--- src/rtl/psum_arbiter_sched.sv ---
// psum_arbiter_sched: round-robin funnel of PE psum packets into a single NoC
// injection register, with a per-timestep packet-count barrier and src checking.

module psum_req_lane #(
  parameter int         PKT_PER_STEP = 3,
  parameter logic [3:0] EXP_SRC      = 4'd0
) (
  input  logic       clk,
  input  logic       rst_n,
  input  logic       accept_i,
  input  logic       clear_i,
  input  logic [3:0] src_i,
  output logic       full_o,
  output logic       err_o
);
  logic [3:0] cnt_q, cnt_d;
  logic       err_q, err_d;

  always_comb begin
    cnt_d = cnt_q;
    err_d = err_q;
    if (clear_i)       cnt_d = '0;
    else if (accept_i) cnt_d = cnt_q + 4'd1;
    if (accept_i && (src_i != EXP_SRC)) err_d = 1'b1;
  end

  always_ff @(posedge clk or negedge rst_n) begin
    if (!rst_n) begin
      cnt_q <= '0;
      err_q <= 1'b0;
    end else begin
      cnt_q <= cnt_d;
      err_q <= err_d;
    end
  end

  assign full_o = (cnt_q == 4'(PKT_PER_STEP));
  assign err_o  = err_q;
endmodule

module psum_arbiter_sched #(
  parameter int                   PACKET_WIDTH = 39,
  parameter int                   NUM_REQ      = 3,
  parameter int                   PKT_PER_STEP = 3,
  parameter logic [4*NUM_REQ-1:0] SRC_ADDR     = {4'd2, 4'd1, 4'd0}
) (
  input  logic                            clk,
  input  logic                            rst_n,
  input  logic [NUM_REQ-1:0]              req_valid,
  input  logic [NUM_REQ*PACKET_WIDTH-1:0] req_data,
  output logic [NUM_REQ-1:0]              req_ready,
  output logic                            out_valid,
  output logic [PACKET_WIDTH-1:0]         out_data,
  input  logic                            out_ready,
  output logic [1:0]                      grant_id,
  output logic                            step_done,
  output logic [NUM_REQ-1:0]              src_err
);
  typedef enum logic {EMPTY = 1'b0, FULL = 1'b1} state_e;

  state_e                  state_q, state_d;
  logic [PACKET_WIDTH-1:0] pkt [NUM_REQ];
  logic [PACKET_WIDTH-1:0] data_q, data_d;
  logic [NUM_REQ-1:0]      lane_full, elig, win_oh;
  logic [1:0]              last_q, last_d, gid_q, gid_d, win_idx, cand;
  logic                    arm_q, step_q, step_fire;
  logic                    win_vld, grant_en, accept, drain;

  for (genvar i = 0; i < NUM_REQ; i++) begin : g_lane
    assign pkt[i]    = req_data[i*PACKET_WIDTH +: PACKET_WIDTH];
    assign elig[i]   = req_valid[i] & ~lane_full[i];
    assign win_oh[i] = accept && (win_idx == 2'(i));

    psum_req_lane #(
      .PKT_PER_STEP (PKT_PER_STEP),
      .EXP_SRC      (SRC_ADDR[4*i +: 4])
    ) u_lane (
      .clk      (clk),
      .rst_n    (rst_n),
      .accept_i (win_oh[i]),
      .clear_i  (step_fire),
      .src_i    (pkt[i][PACKET_WIDTH-5 -: 4]),
      .full_o   (lane_full[i]),
      .err_o    (src_err[i])
    );
  end

  // Rotating priority: first eligible requester after the last winner.
  always_comb begin
    win_vld = 1'b0;
    win_idx = '0;
    cand    = '0;
    for (int k = 1; k <= NUM_REQ; k++) begin
      cand = 2'((int'(last_q) + k) % NUM_REQ);
      if (!win_vld && elig[cand]) begin
        win_vld = 1'b1;
        win_idx = cand;
      end
    end
  end

  // arm_q blocks grants through reset and the first edge after release.
  assign drain     = (state_q == FULL) && out_ready;
  assign grant_en  = ((state_q == EMPTY) || out_ready) && arm_q && !step_q;
  assign accept    = grant_en && win_vld;
  assign req_ready = win_oh;
  assign step_fire = (&lane_full) && ((state_q == EMPTY) || drain) && !step_q;

  always_comb begin
    state_d = state_q;
    data_d  = data_q;
    gid_d   = gid_q;
    last_d  = last_q;
    if (accept) begin
      state_d = FULL;
      gid_d   = win_idx;
      last_d  = win_idx;
      for (int i = 0; i < NUM_REQ; i++)
        if (win_oh[i]) data_d = pkt[i];
    end else if (drain) begin
      state_d = EMPTY;
    end
  end

  always_ff @(posedge clk or negedge rst_n) begin
    if (!rst_n) begin
      state_q <= EMPTY;
      data_q  <= '0;
      gid_q   <= '0;
      last_q  <= 2'(NUM_REQ - 1);
      arm_q   <= 1'b0;
      step_q  <= 1'b0;
    end else begin
      state_q <= state_d;
      data_q  <= data_d;
      gid_q   <= gid_d;
      last_q  <= last_d;
      arm_q   <= 1'b1;
      step_q  <= step_fire;
    end
  end

  assign out_valid = (state_q == FULL);
  assign out_data  = data_q;
  assign grant_id  = gid_q;
  assign step_done = step_q;
endmodule

--- config.mk ---
export PLATFORM = sky130hd
export DESIGN_NAME = psum_arbiter_sched
export DESIGN_NICKNAME = d
export VERILOG_FILES = /design/src/rtl/psum_arbiter_sched.sv
export SDC_FILE = /design/constraint.sdc
export NUM_CORES = 1
export LEC_CHECK = 0
export ABC_CLOCK_PERIOD_IN_PS = 4950
export BUFFER_PORTS_ARGS = -buffer_cell sky130_fd_sc_hd__buf_2
export CAP_MARGIN = 25
export CORE_UTILIZATION = 40
export DETAILED_ROUTE_END_ITERATION = 8
export GPL_TIMING_DRIVEN = 0
export HOLD_SLACK_MARGIN = 0.06
export PLACE_DENSITY = 0.79
export REMOVE_ABC_BUFFERS = 1
export SYNTH_ARGS = -nofsm -noshare
export SYNTH_HDL_FRONTEND = slang
export SYNTH_SLANG_ARGS = --single-unit
--- constraint.sdc ---
create_clock -name clk -period 4.95 [get_ports clk]
set_input_delay 0.99 -clock clk [delete_from_list [all_inputs] [get_ports clk]]
set_output_delay 0.99 -clock clk [all_outputs]
set_load 0.01 [all_outputs]
======== Word level (Yosys, flattened, before mapping) ========
Cells that the tools add are included.
cells by class
  add/sub/neg operators ................... 6
  multiply operators ...................... 0
  div/mod/pow operators ................... 3
  order comparisons ....................... 3
  eq/ne operators ......................... 7
  shift operators ......................... 0
  multiplexer cells ....................... 23
  bitwise gates (word level) .............. 7
  reduce and logical (&&, ||, !) cells .... 28
operators by type and width
  cell                     count
  $mux W39                 3
  $mod A32 B3 Y32 const B  3
  $mux W4                  6
  $logic_and A1 B1 Y1      14
  $add A4 B1 Y4 const B    3
  $eq A4 B2 Y1 const B     3
  $lt A2 B3 Y1 const B     3
  $mux W1                  8
  $reduce_bool A2 Y1       4
  $add A2 B2 Y3 const B    2
  $bmux W1 S2              3
  $mux W2                  3
  $ne A4 B1 Y1 const B     1
  $ne A4 B2 Y1 const B     1
  $not A1 Y1               4
  $reduce_bool A4 Y1       1
  $add A2 B1 Y3 const B    1
  $and A1 B1 Y1            3
  $logic_not A1 Y1         3
  $reduce_and A3 Y1        1
  $reduce_bool A3 Y1       1
  $eq A2 B1 Y1 const B     1
  $eq A2 B2 Y1 const B     1
  $logic_not A2 Y1         1
  other kinds (2)          3
word-level totals
  bits in registers ....................... 61
  latch bits .............................. 0
  memory bits (writable) .................. 0
  bits in read-only memories .............. 0
  memories kept ........................... 0

======== Depth between registers and ports, before layout ========
Gate-level depths: netlist of the first run.
  depth after elaboration ................. 17
  gate-level depth with buffers ........... 11

======== By module ========
A second synthesis of the first run with hierarchy kept.
second synthesis, totals
  cells, all modules ...................... 383
  area total of the unflattened synthesis .. 3592.2 sq um
modules (own cells, without submodules)
  module                                 times used  cells each  area each (sq um)  seq. area each (sq um)
  psum_arbiter_sched                     1           320         2837.7             1127.3
  psum_req_lane at g_lane[1].u_lane ...  2           21          244.0              125.1
  psum_req_lane at g_lane[0].u_lane      1           21          266.5              125.1

======== Least setup slack after synthesis of the first run ========
No wires, ideal clock.
  path kind ............................... input port to output port
  from .................................... input port out_ready
  to ...................................... output port req_ready[0]
  arrival ................................. 1.980 ns
  slack ................................... 1.980 ns
  cell stages on the path ................. 6
  cell sequence ........................... nand2b_1 nand3b_1 a31oi_1 nand3b_2 nor2_1 buf_4
on the way
  word-level cells in the longest chain between the ends .. 5
RTL lines
  element                            RTL line  RTL
  start, declared                    54        input logic out_ready,
  $logic_or A1 B1 Y1                 104       assign grant_en = ((state_q == EMPTY) || out_ready) && arm_q && !step_q;
  $logic_and A1 B1 Y1 (2 in series)  104
  $logic_and A1 B1 Y1                105       assign accept = grant_en && win_vld;
  $logic_and A1 B1 Y1                72        assign win_oh[i] = accept && (win_idx == 2'(i));
  end, declared                      51        output logic [NUM_REQ-1:0] req_ready,
No other way between the ends.

======== Worst setup path after layout of the first run ========
Same ends and word-level chain as after synthesis.

==> flow_summary.json, run 1 <==
{
  "fin_tns_setup_ps": 0,
  "postLayoutCoreUtil_pct": 56.3,
  "fin_crit_sh_pct": 78.4,
  "r2r.worst_path.cells": 9,
  "die_area_sq_mm": 0.00860,
  "hold_viol_final": 0,
  "htree_levels": 3,
  "setup_slack_ps": 1070,
  "cts_hold_buf": 0,
  "critical-path-top-delay-family": "simple AND/OR/NAND/NOR gates",
  "ant_nets": 0,
  "pre_cts_ws_ps": 1060,
  "rows": 32,
  "root_buffer": "clkbuf_8",
  "min_path_cells": 1,
  "synth_warnings": 0,
  "yosysSeqAreaShare_pct": 45.6,
  "post_cts_buffers": 0,
  "routedWlPerCell_um": 14.3,
  "synth.most_common_cell": "dfrtp_1",
  "endpoint_kind": "output pin",
  "p_leak_nw": 2.19,
  "p_comb_share_pct": 52.7,
  "antenna_found_initial": 0,
  "synthCells": 338,
  "synthFlopType": "dfrtp_1",
  "power.share.clock_pct": 17.1,
  "clk_latency_ps": 340,
  "synth_edf_count": 0,
  "die_width_um": 92.8,
  "grt_pass1_vias": 2993,
  "async_reset_ff_share_pct": 100,
  "hp-class": "reg2reg",
  "status": "completed",
  "crit_arrival_ps": 2890,
  "fmax_ghz": 0.258,
  "fin_nets": 622,
  "start_kind": "input pin",
  "die_y_um": 92.8,
  "dp_hpwl_um": 6420,
  "crit_required_ps": 3960,
  "grt_first_pass_wirelength_um": 14200,
  "start_util_pct": 42.0,
  "area_delta_synth_final_pct": 34.2,
  "vias": 3164,
  "peakVddDrop_mv": 0.250,
  "drc": 0,
  "syn_avg_cell_area_sq_um": 9.75,
  "critPathMaxFanout": 42,
  "skew_ps": 6.03,
  "grt_max_degree": 45,
  "critPathMaxStageDelay_ps": 460,
  "ctsResizeCount": 0,
  "core_area_sq_mm": 0.00785,
  "gp_routability_congestion": 0.786,
  "cts_sinks": 60,
  "num_antenna_cells": 0,
  "cts_made_buffers": 9,
  "crit_type": "in2out",
  "synth_top_area_share_pct": 44.8,
  "slew_headroom_pct": 49.7,
  "clk_pin_slew_worst_paths_ps": 70,
  "fin_hold_ws_ps": 462,
  "drt-pass1-iter-count": 4,
  "drtIter0Drc": 88,
  "place_area_sq_mm": 0.00421,
  "synth-seq-cells": 60,
  "period_needed_ps": 3880,
  "drv_slew": 0,
  "synthTopCellsByCount": "dfrtp_1, nand2_1, nor2_1",
  "clockBufferDepth": 2,
  "drive_gt1_share_pct": 46.3,
  "cp.buffers_inverters": 2,
  "worst_path_max_delay_cell": "nand3b_4",
  "numPortBuffers": 171,
  "p_seq_share_pct": 30.2,
  "ios": 172,
  "synth_top_area_cell": "dfrtp_1",
  "p_int_mw": 1.66,
  "grt-ovfl-total": 0,
  "switching_share_pct": 41.5,
  "synthDistinctLibCells": 54,
  "rsz0062_at_grt": "false",
  "synth_area_leaders": "dfrtp_1, o31ai_2, o22ai_1",
  "viasPerCell": 5.26,
  "power_density_mw_per_mm2": 643,
  "worst_slew_pin_slew_ps": 754,
  "design_area_sq_mm": 0.00442,
  "netlist_area_sq_mm": 0.00329,
  "final-setup-viol-count": 0,
  "p_sw_mw": 1.18,
  "path_cells": "buf_2, nand2b_1, nand3b_1, a31oi_1, nand3b_4, nor2_1, buf_2",
  "crit_top_cell": "buf_2",
  "n_fill_cell": 709,
  "gr-usage-all-layers_pct": 21.0,
  "maxCapViolations": 0,
  "drt-total-wl_um": 8620,
  "cts_tree": "done",
  "cp.depth": 7
}
power groups by stage:
stage | clock network [mW] | registers (mW) | logic, mW
final | 0.486 | 0.859 | 1.50
after global routing | 0.521 | 0.888 | 1.65
after global placement | 0 | 0.855 | 1.37
after floorplan | 0 | 0.939 | 0.867
after CTS | 0.500 | 0.861 | 1.51
after detailed placement | 0 | 0.864 | 1.51
final timing paths:
kind / end / slack, ps / from
min reg2reg: g_lane[0].u_lane.err_o$_DFFE_PN0P_ / 460 / g_lane[0].u_lane.err_o$_DFFE_PN0P_
max: req_ready[0] / 1070 / out_ready
max reg2reg: g_lane[0].u_lane.cnt_q[1]$_DFFE_PN0P_ / 2290 / last_q[0]$_DFFE_PN0P_
max in group asynchronous: last_q[1]$_DFFE_PN1P_ / 3630 / rst_n
min in group asynchronous: out_valid$_DFFE_PN0P_ / 670 / rst_n
min: g_lane[0].u_lane.err_o$_DFFE_PN0P_ / 460 / g_lane[0].u_lane.err_o$_DFFE_PN0P_
sequential cells by signal, summed over array words and instances (netlist names):
register	count
arm_q	1
g_lane.u_lane.cnt_q	12
g_lane.u_lane.err_o	3
grant_id	1
last_q	2
out_data	39
out_valid	1
step_done	1
kinds of logic (layout without fill, tap and decap cells):
family,count (synthesis),in the layout,share of synthesized area [%]
buf+inv,35,196,6.53
other cells,1,1,0.114
simple gates,131,131,19.2
fa+ha+maj,5,5,1.90
compound gates,98,98,24.0
mux,5,5,1.82
flops,60,60,45.6
xor+xnor,3,3,0.798
layout make-up:
type | count | area [sq um] | share of cell area [%]
Multi-Input combinational cell | 243 | 1600 | 36.2
Sequential cell | 60 | 1500 | 34.0
Timing Repair Buffer | 176 | 958 | 21.7
Clock inverter | 5 | 75.1 | 1.70
Inverter | 4 | 15.0 | 0.340
Tap cell | 102 | 128 | 2.89
Clock buffer | 11 | 141 | 3.20
placed cells by master (no fill, tap or decap), types with 3 or more instances in the layout:
cell / n
o31ai_1: 18
clkbuf_8: 10
ha_1: 5
mux2_2: 3
nor2b_1: 5
a21oi_1: 3
o31ai_2: 20
nor2_1: 47
a21o_1: 3
dfrtp_1: 59
inv_1: 3
nand2_1: 49
o21ai_0: 4
buf_2: 171
o22ai_1: 39
nand3_1: 5
clkinv_2: 3
layer usage:
metal	share of wire, %	up-vias	global-route usage [%]
met1	43	1490	25.9
met3	5.9	12	4.35
met2	50	127	35.9
met5	0	-	0
met4	1.4	0	8.08
li1	-	1535	-
per-stage QoR:
stage               total power [mW]  std cells
finish                          2.84        601
global route                    3.06        601
CTS                             2.87        601
detailed placement              2.37        585
global placement                2.22        580
floorplan                       1.81        307
Power figures use the tool's default switching activity.
==> run 2: changes to the inputs <==
- ABC_AREA: unset -> 1
- ABC_CLOCK_PERIOD_IN_PS: 4950 -> 3200
- clock period: 4.95 -> 3.2 ns (I/O delays scaled with it)
==> flow_summary.json, run 2 <==
{
  "critPathMaxStageDelay_ps": 380,
  "drv_slew": 0,
  "drive_gt1_share_pct": 36.6,
  "synthCells": 533,
  "ios": 172,
  "place_area_sq_mm": 0.00463,
  "numPortBuffers": 171,
  "synthMuxAreaShare_pct": 0,
  "start_kind": "register",
  "design_area_sq_mm": 0.00502,
  "path_cells": "inv_1, ha_2, inv_2, nand2_1, nand2_1, nand2_1, nand2_2, nand3_4, nand2_8, buf_12, nor3_4, buf_2",
  "synthAdderAreaFrac_pct": 1.62,
  "hp-class": "in2async",
  "peakVddDrop_mv": 0.325,
  "synthDistinctLibCells": 33,
  "synth_top_area_share_pct": 38.3,
  "p_leak_nw": 2.83,
  "final_cells": 832,
  "synth_top_area_cell": "dfrtp_1",
  "area_delta_synth_final_pct": 30.5,
  "drt-pass1-iter-count": 5,
  "syn_avg_cell_area_sq_um": 7.22,
  "vias": 4277,
  "die_y_um": 100,
  "critPathMaxFanout": 10,
  "synth-seq-cells": 60,
  "num_antenna_cells": 0,
  "hold_viol_final": 0,
  "drc": 0,
  "postLayoutCoreUtil_pct": 54.1,
  "maxCapViolations": 0,
  "root_buffer": "clkbuf_8",
  "clk_pin_slew_worst_paths_ps": 70,
  "grt_pass1_vias": 3997,
  "htree_levels": 3,
  "dp_hpwl_um": 7060,
  "gr-usage-all-layers_pct": 26.3,
  "core_area_sq_mm": 0.00928,
  "synth_edf_count": 0,
  "rows": 35,
  "netlist_area_sq_mm": 0.00385,
  "ant_nets": 0,
  "synthTopCellsByCount": "nand2_1, nand3_1, nor2_1",
  "synth_top_family_by_area": "simple AND/OR/NAND/NOR gates",
  "async_reset_ff_share_pct": 100,
  "drtIter0Drc": 190,
  "grt_max_degree": 41,
  "cts_tree": "done",
  "cts_hold_buf": 0,
  "crit_type": "reg2out",
  "synth_area_leaders": "dfrtp_1, nand2_1, nand3_1",
  "fmax_ghz": 0.327,
  "synthSimpleGateAreaFrac_pct": 47.0,
  "final-setup-viol-count": 0,
  "die_area_sq_mm": 0.0100,
  "crit_required_ps": 2560,
  "antenna_found_initial": 0,
  "skew_ps": 8.16,
  "endpoint_kind": "output pin",
  "total_power_mw": 4.95,
  "clk_latency_ps": 330,
  "grt-ovfl-total": 0,
  "start_util_pct": 41.5,
  "slew_headroom_pct": 36.9,
  "routedWlPerCell_um": 15.2,
  "cts_sinks": 60,
  "synth_warnings": 0,
  "synth_xor_area_share_pct": 1.36,
  "period_needed_ps": 3060,
  "clockBufferDepth": 2,
  "cts_made_buffers": 9,
  "viasPerCell": 5.14,
  "final_common_cell": "nand2_1",
  "worst_slew_pin_slew_ps": 945,
  "dp_cells": 799,
  "crit_top_cell": "nand2_1",
  "yosysSeqAreaShare_pct": 39.0,
  "synth_compound_area_share_pct": 1.92,
  "fin_nets": 828,
  "gp_routability_congestion": 0.805,
  "fin_crit_sh_pct": 95.7,
  "power_density_mw_per_mm2": 985,
  "status": "completed",
  "synth.most_common_cell": "nand2_1",
  "die_width_um": 100,
  "drt-total-wl_um": 12600,
  "fin_tns_setup_ps": 0,
  "crit_arrival_ps": 2420,
  "largest_reg_flops": 39,
  "grt_first_pass_wirelength_um": 19900,
  "synthFlopType": "dfrtp_1",
  "worst_path_max_delay_cell": "dfrtp_1",
  "final_cell_mix": "nand2_1, buf_2, nand3_1"
}
==> run 2: kinds of logic (layout without fill, tap and decap cells) <==
logic type / Yosys count / count (layout)
buf+inv: 56 / 219
compound gates: 12 / 12
xor+xnor: 6 / 6
simple gates: 393 / 400
fa+ha+maj: 5 / 5
flops: 60 / 60
other cells: 1 / 1
==> run 2: final timing paths <==
kind	startpoint	end	slack (ps)	depth (start not counted)
setup / recovery	last_q[0]$_DFFE_PN0P_	req_ready[0]	140	12
hold / removal	rst_n	out_data[35]$_DFFE_PN0P_	350	1
setup reg to reg	last_q[0]$_DFFE_PN0P_	g_lane[0].u_lane.cnt_q[2]$_DFFE_PN0P_	230	13
hold reg to reg	g_lane[0].u_lane.err_o$_DFFE_PN0P_	g_lane[0].u_lane.err_o$_DFFE_PN0P_	470	1
max in group asynchronous	rst_n	out_data[16]$_DFFE_PN0P_	2240	2
min in group clk	g_lane[0].u_lane.err_o$_DFFE_PN0P_	g_lane[0].u_lane.err_o$_DFFE_PN0P_	470	1
==> run 2: layout make-up <==
type | instances | area, sq um
Sequential cell | 60 | 1500
Timing Repair Buffer | 182 | 963
Fill cell | 927 | 4260
Timing Repair inverter | 2 | 17.5
Inverter | 21 | 100
Tap cell | 129 | 161
Clock inverter | 3 | 15.0
Clock buffer | 11 | 141
Multi-Input combinational cell | 424 | 2120
==> run 2: critical path, delay by kind of cell (launching register included) <==
family / cells / cell delay [ps]
simple gates: 7 / 810
buf+inv: 4 / 530
flops: 1 / 380
fa+ha+maj: 1 / 370
==> run 2: routing by layer <==
| metal | vias up | global-route usage [%] | wire length (um) |
|---|---|---|---|
| met5 | - | 0 | 0 |
| met2 | 218 | 44.4 | 6180 |
| met1 | 1995 | 33.5 | 5300 |
| li1 | 2039 | - | - |
| met3 | 25 | 4.04 | 815 |
| met4 | 0 | 11.4 | 319 |
==> run 2: through the flow <==
step / worst slack (ps) / hold slack (ps)
floorplan: 260 / 344
global placement: -303 / 452
detailed placement: -365 / 457
CTS: 6.89 / 360
global route: -0.205 / 388
finish: 139 / 349
==> run 2: timing repair <==
item | CTS | global route
pin swaps | 5 | 1
setup buffers | 7 | 3
endpoints found under the setup margin | 3 | 7
resized for setup | 12 | 6
gates cloned | 9 | 0
==> run 2: report_power, final <==
group / internal [mW] / switching (mW) / leakage (nW)
combinational: 1.02 / 2.05 / 2.01
clock: 0.290 / 0.286 / 0.0848
sequential: 1.10 / 0.204 / 0.734
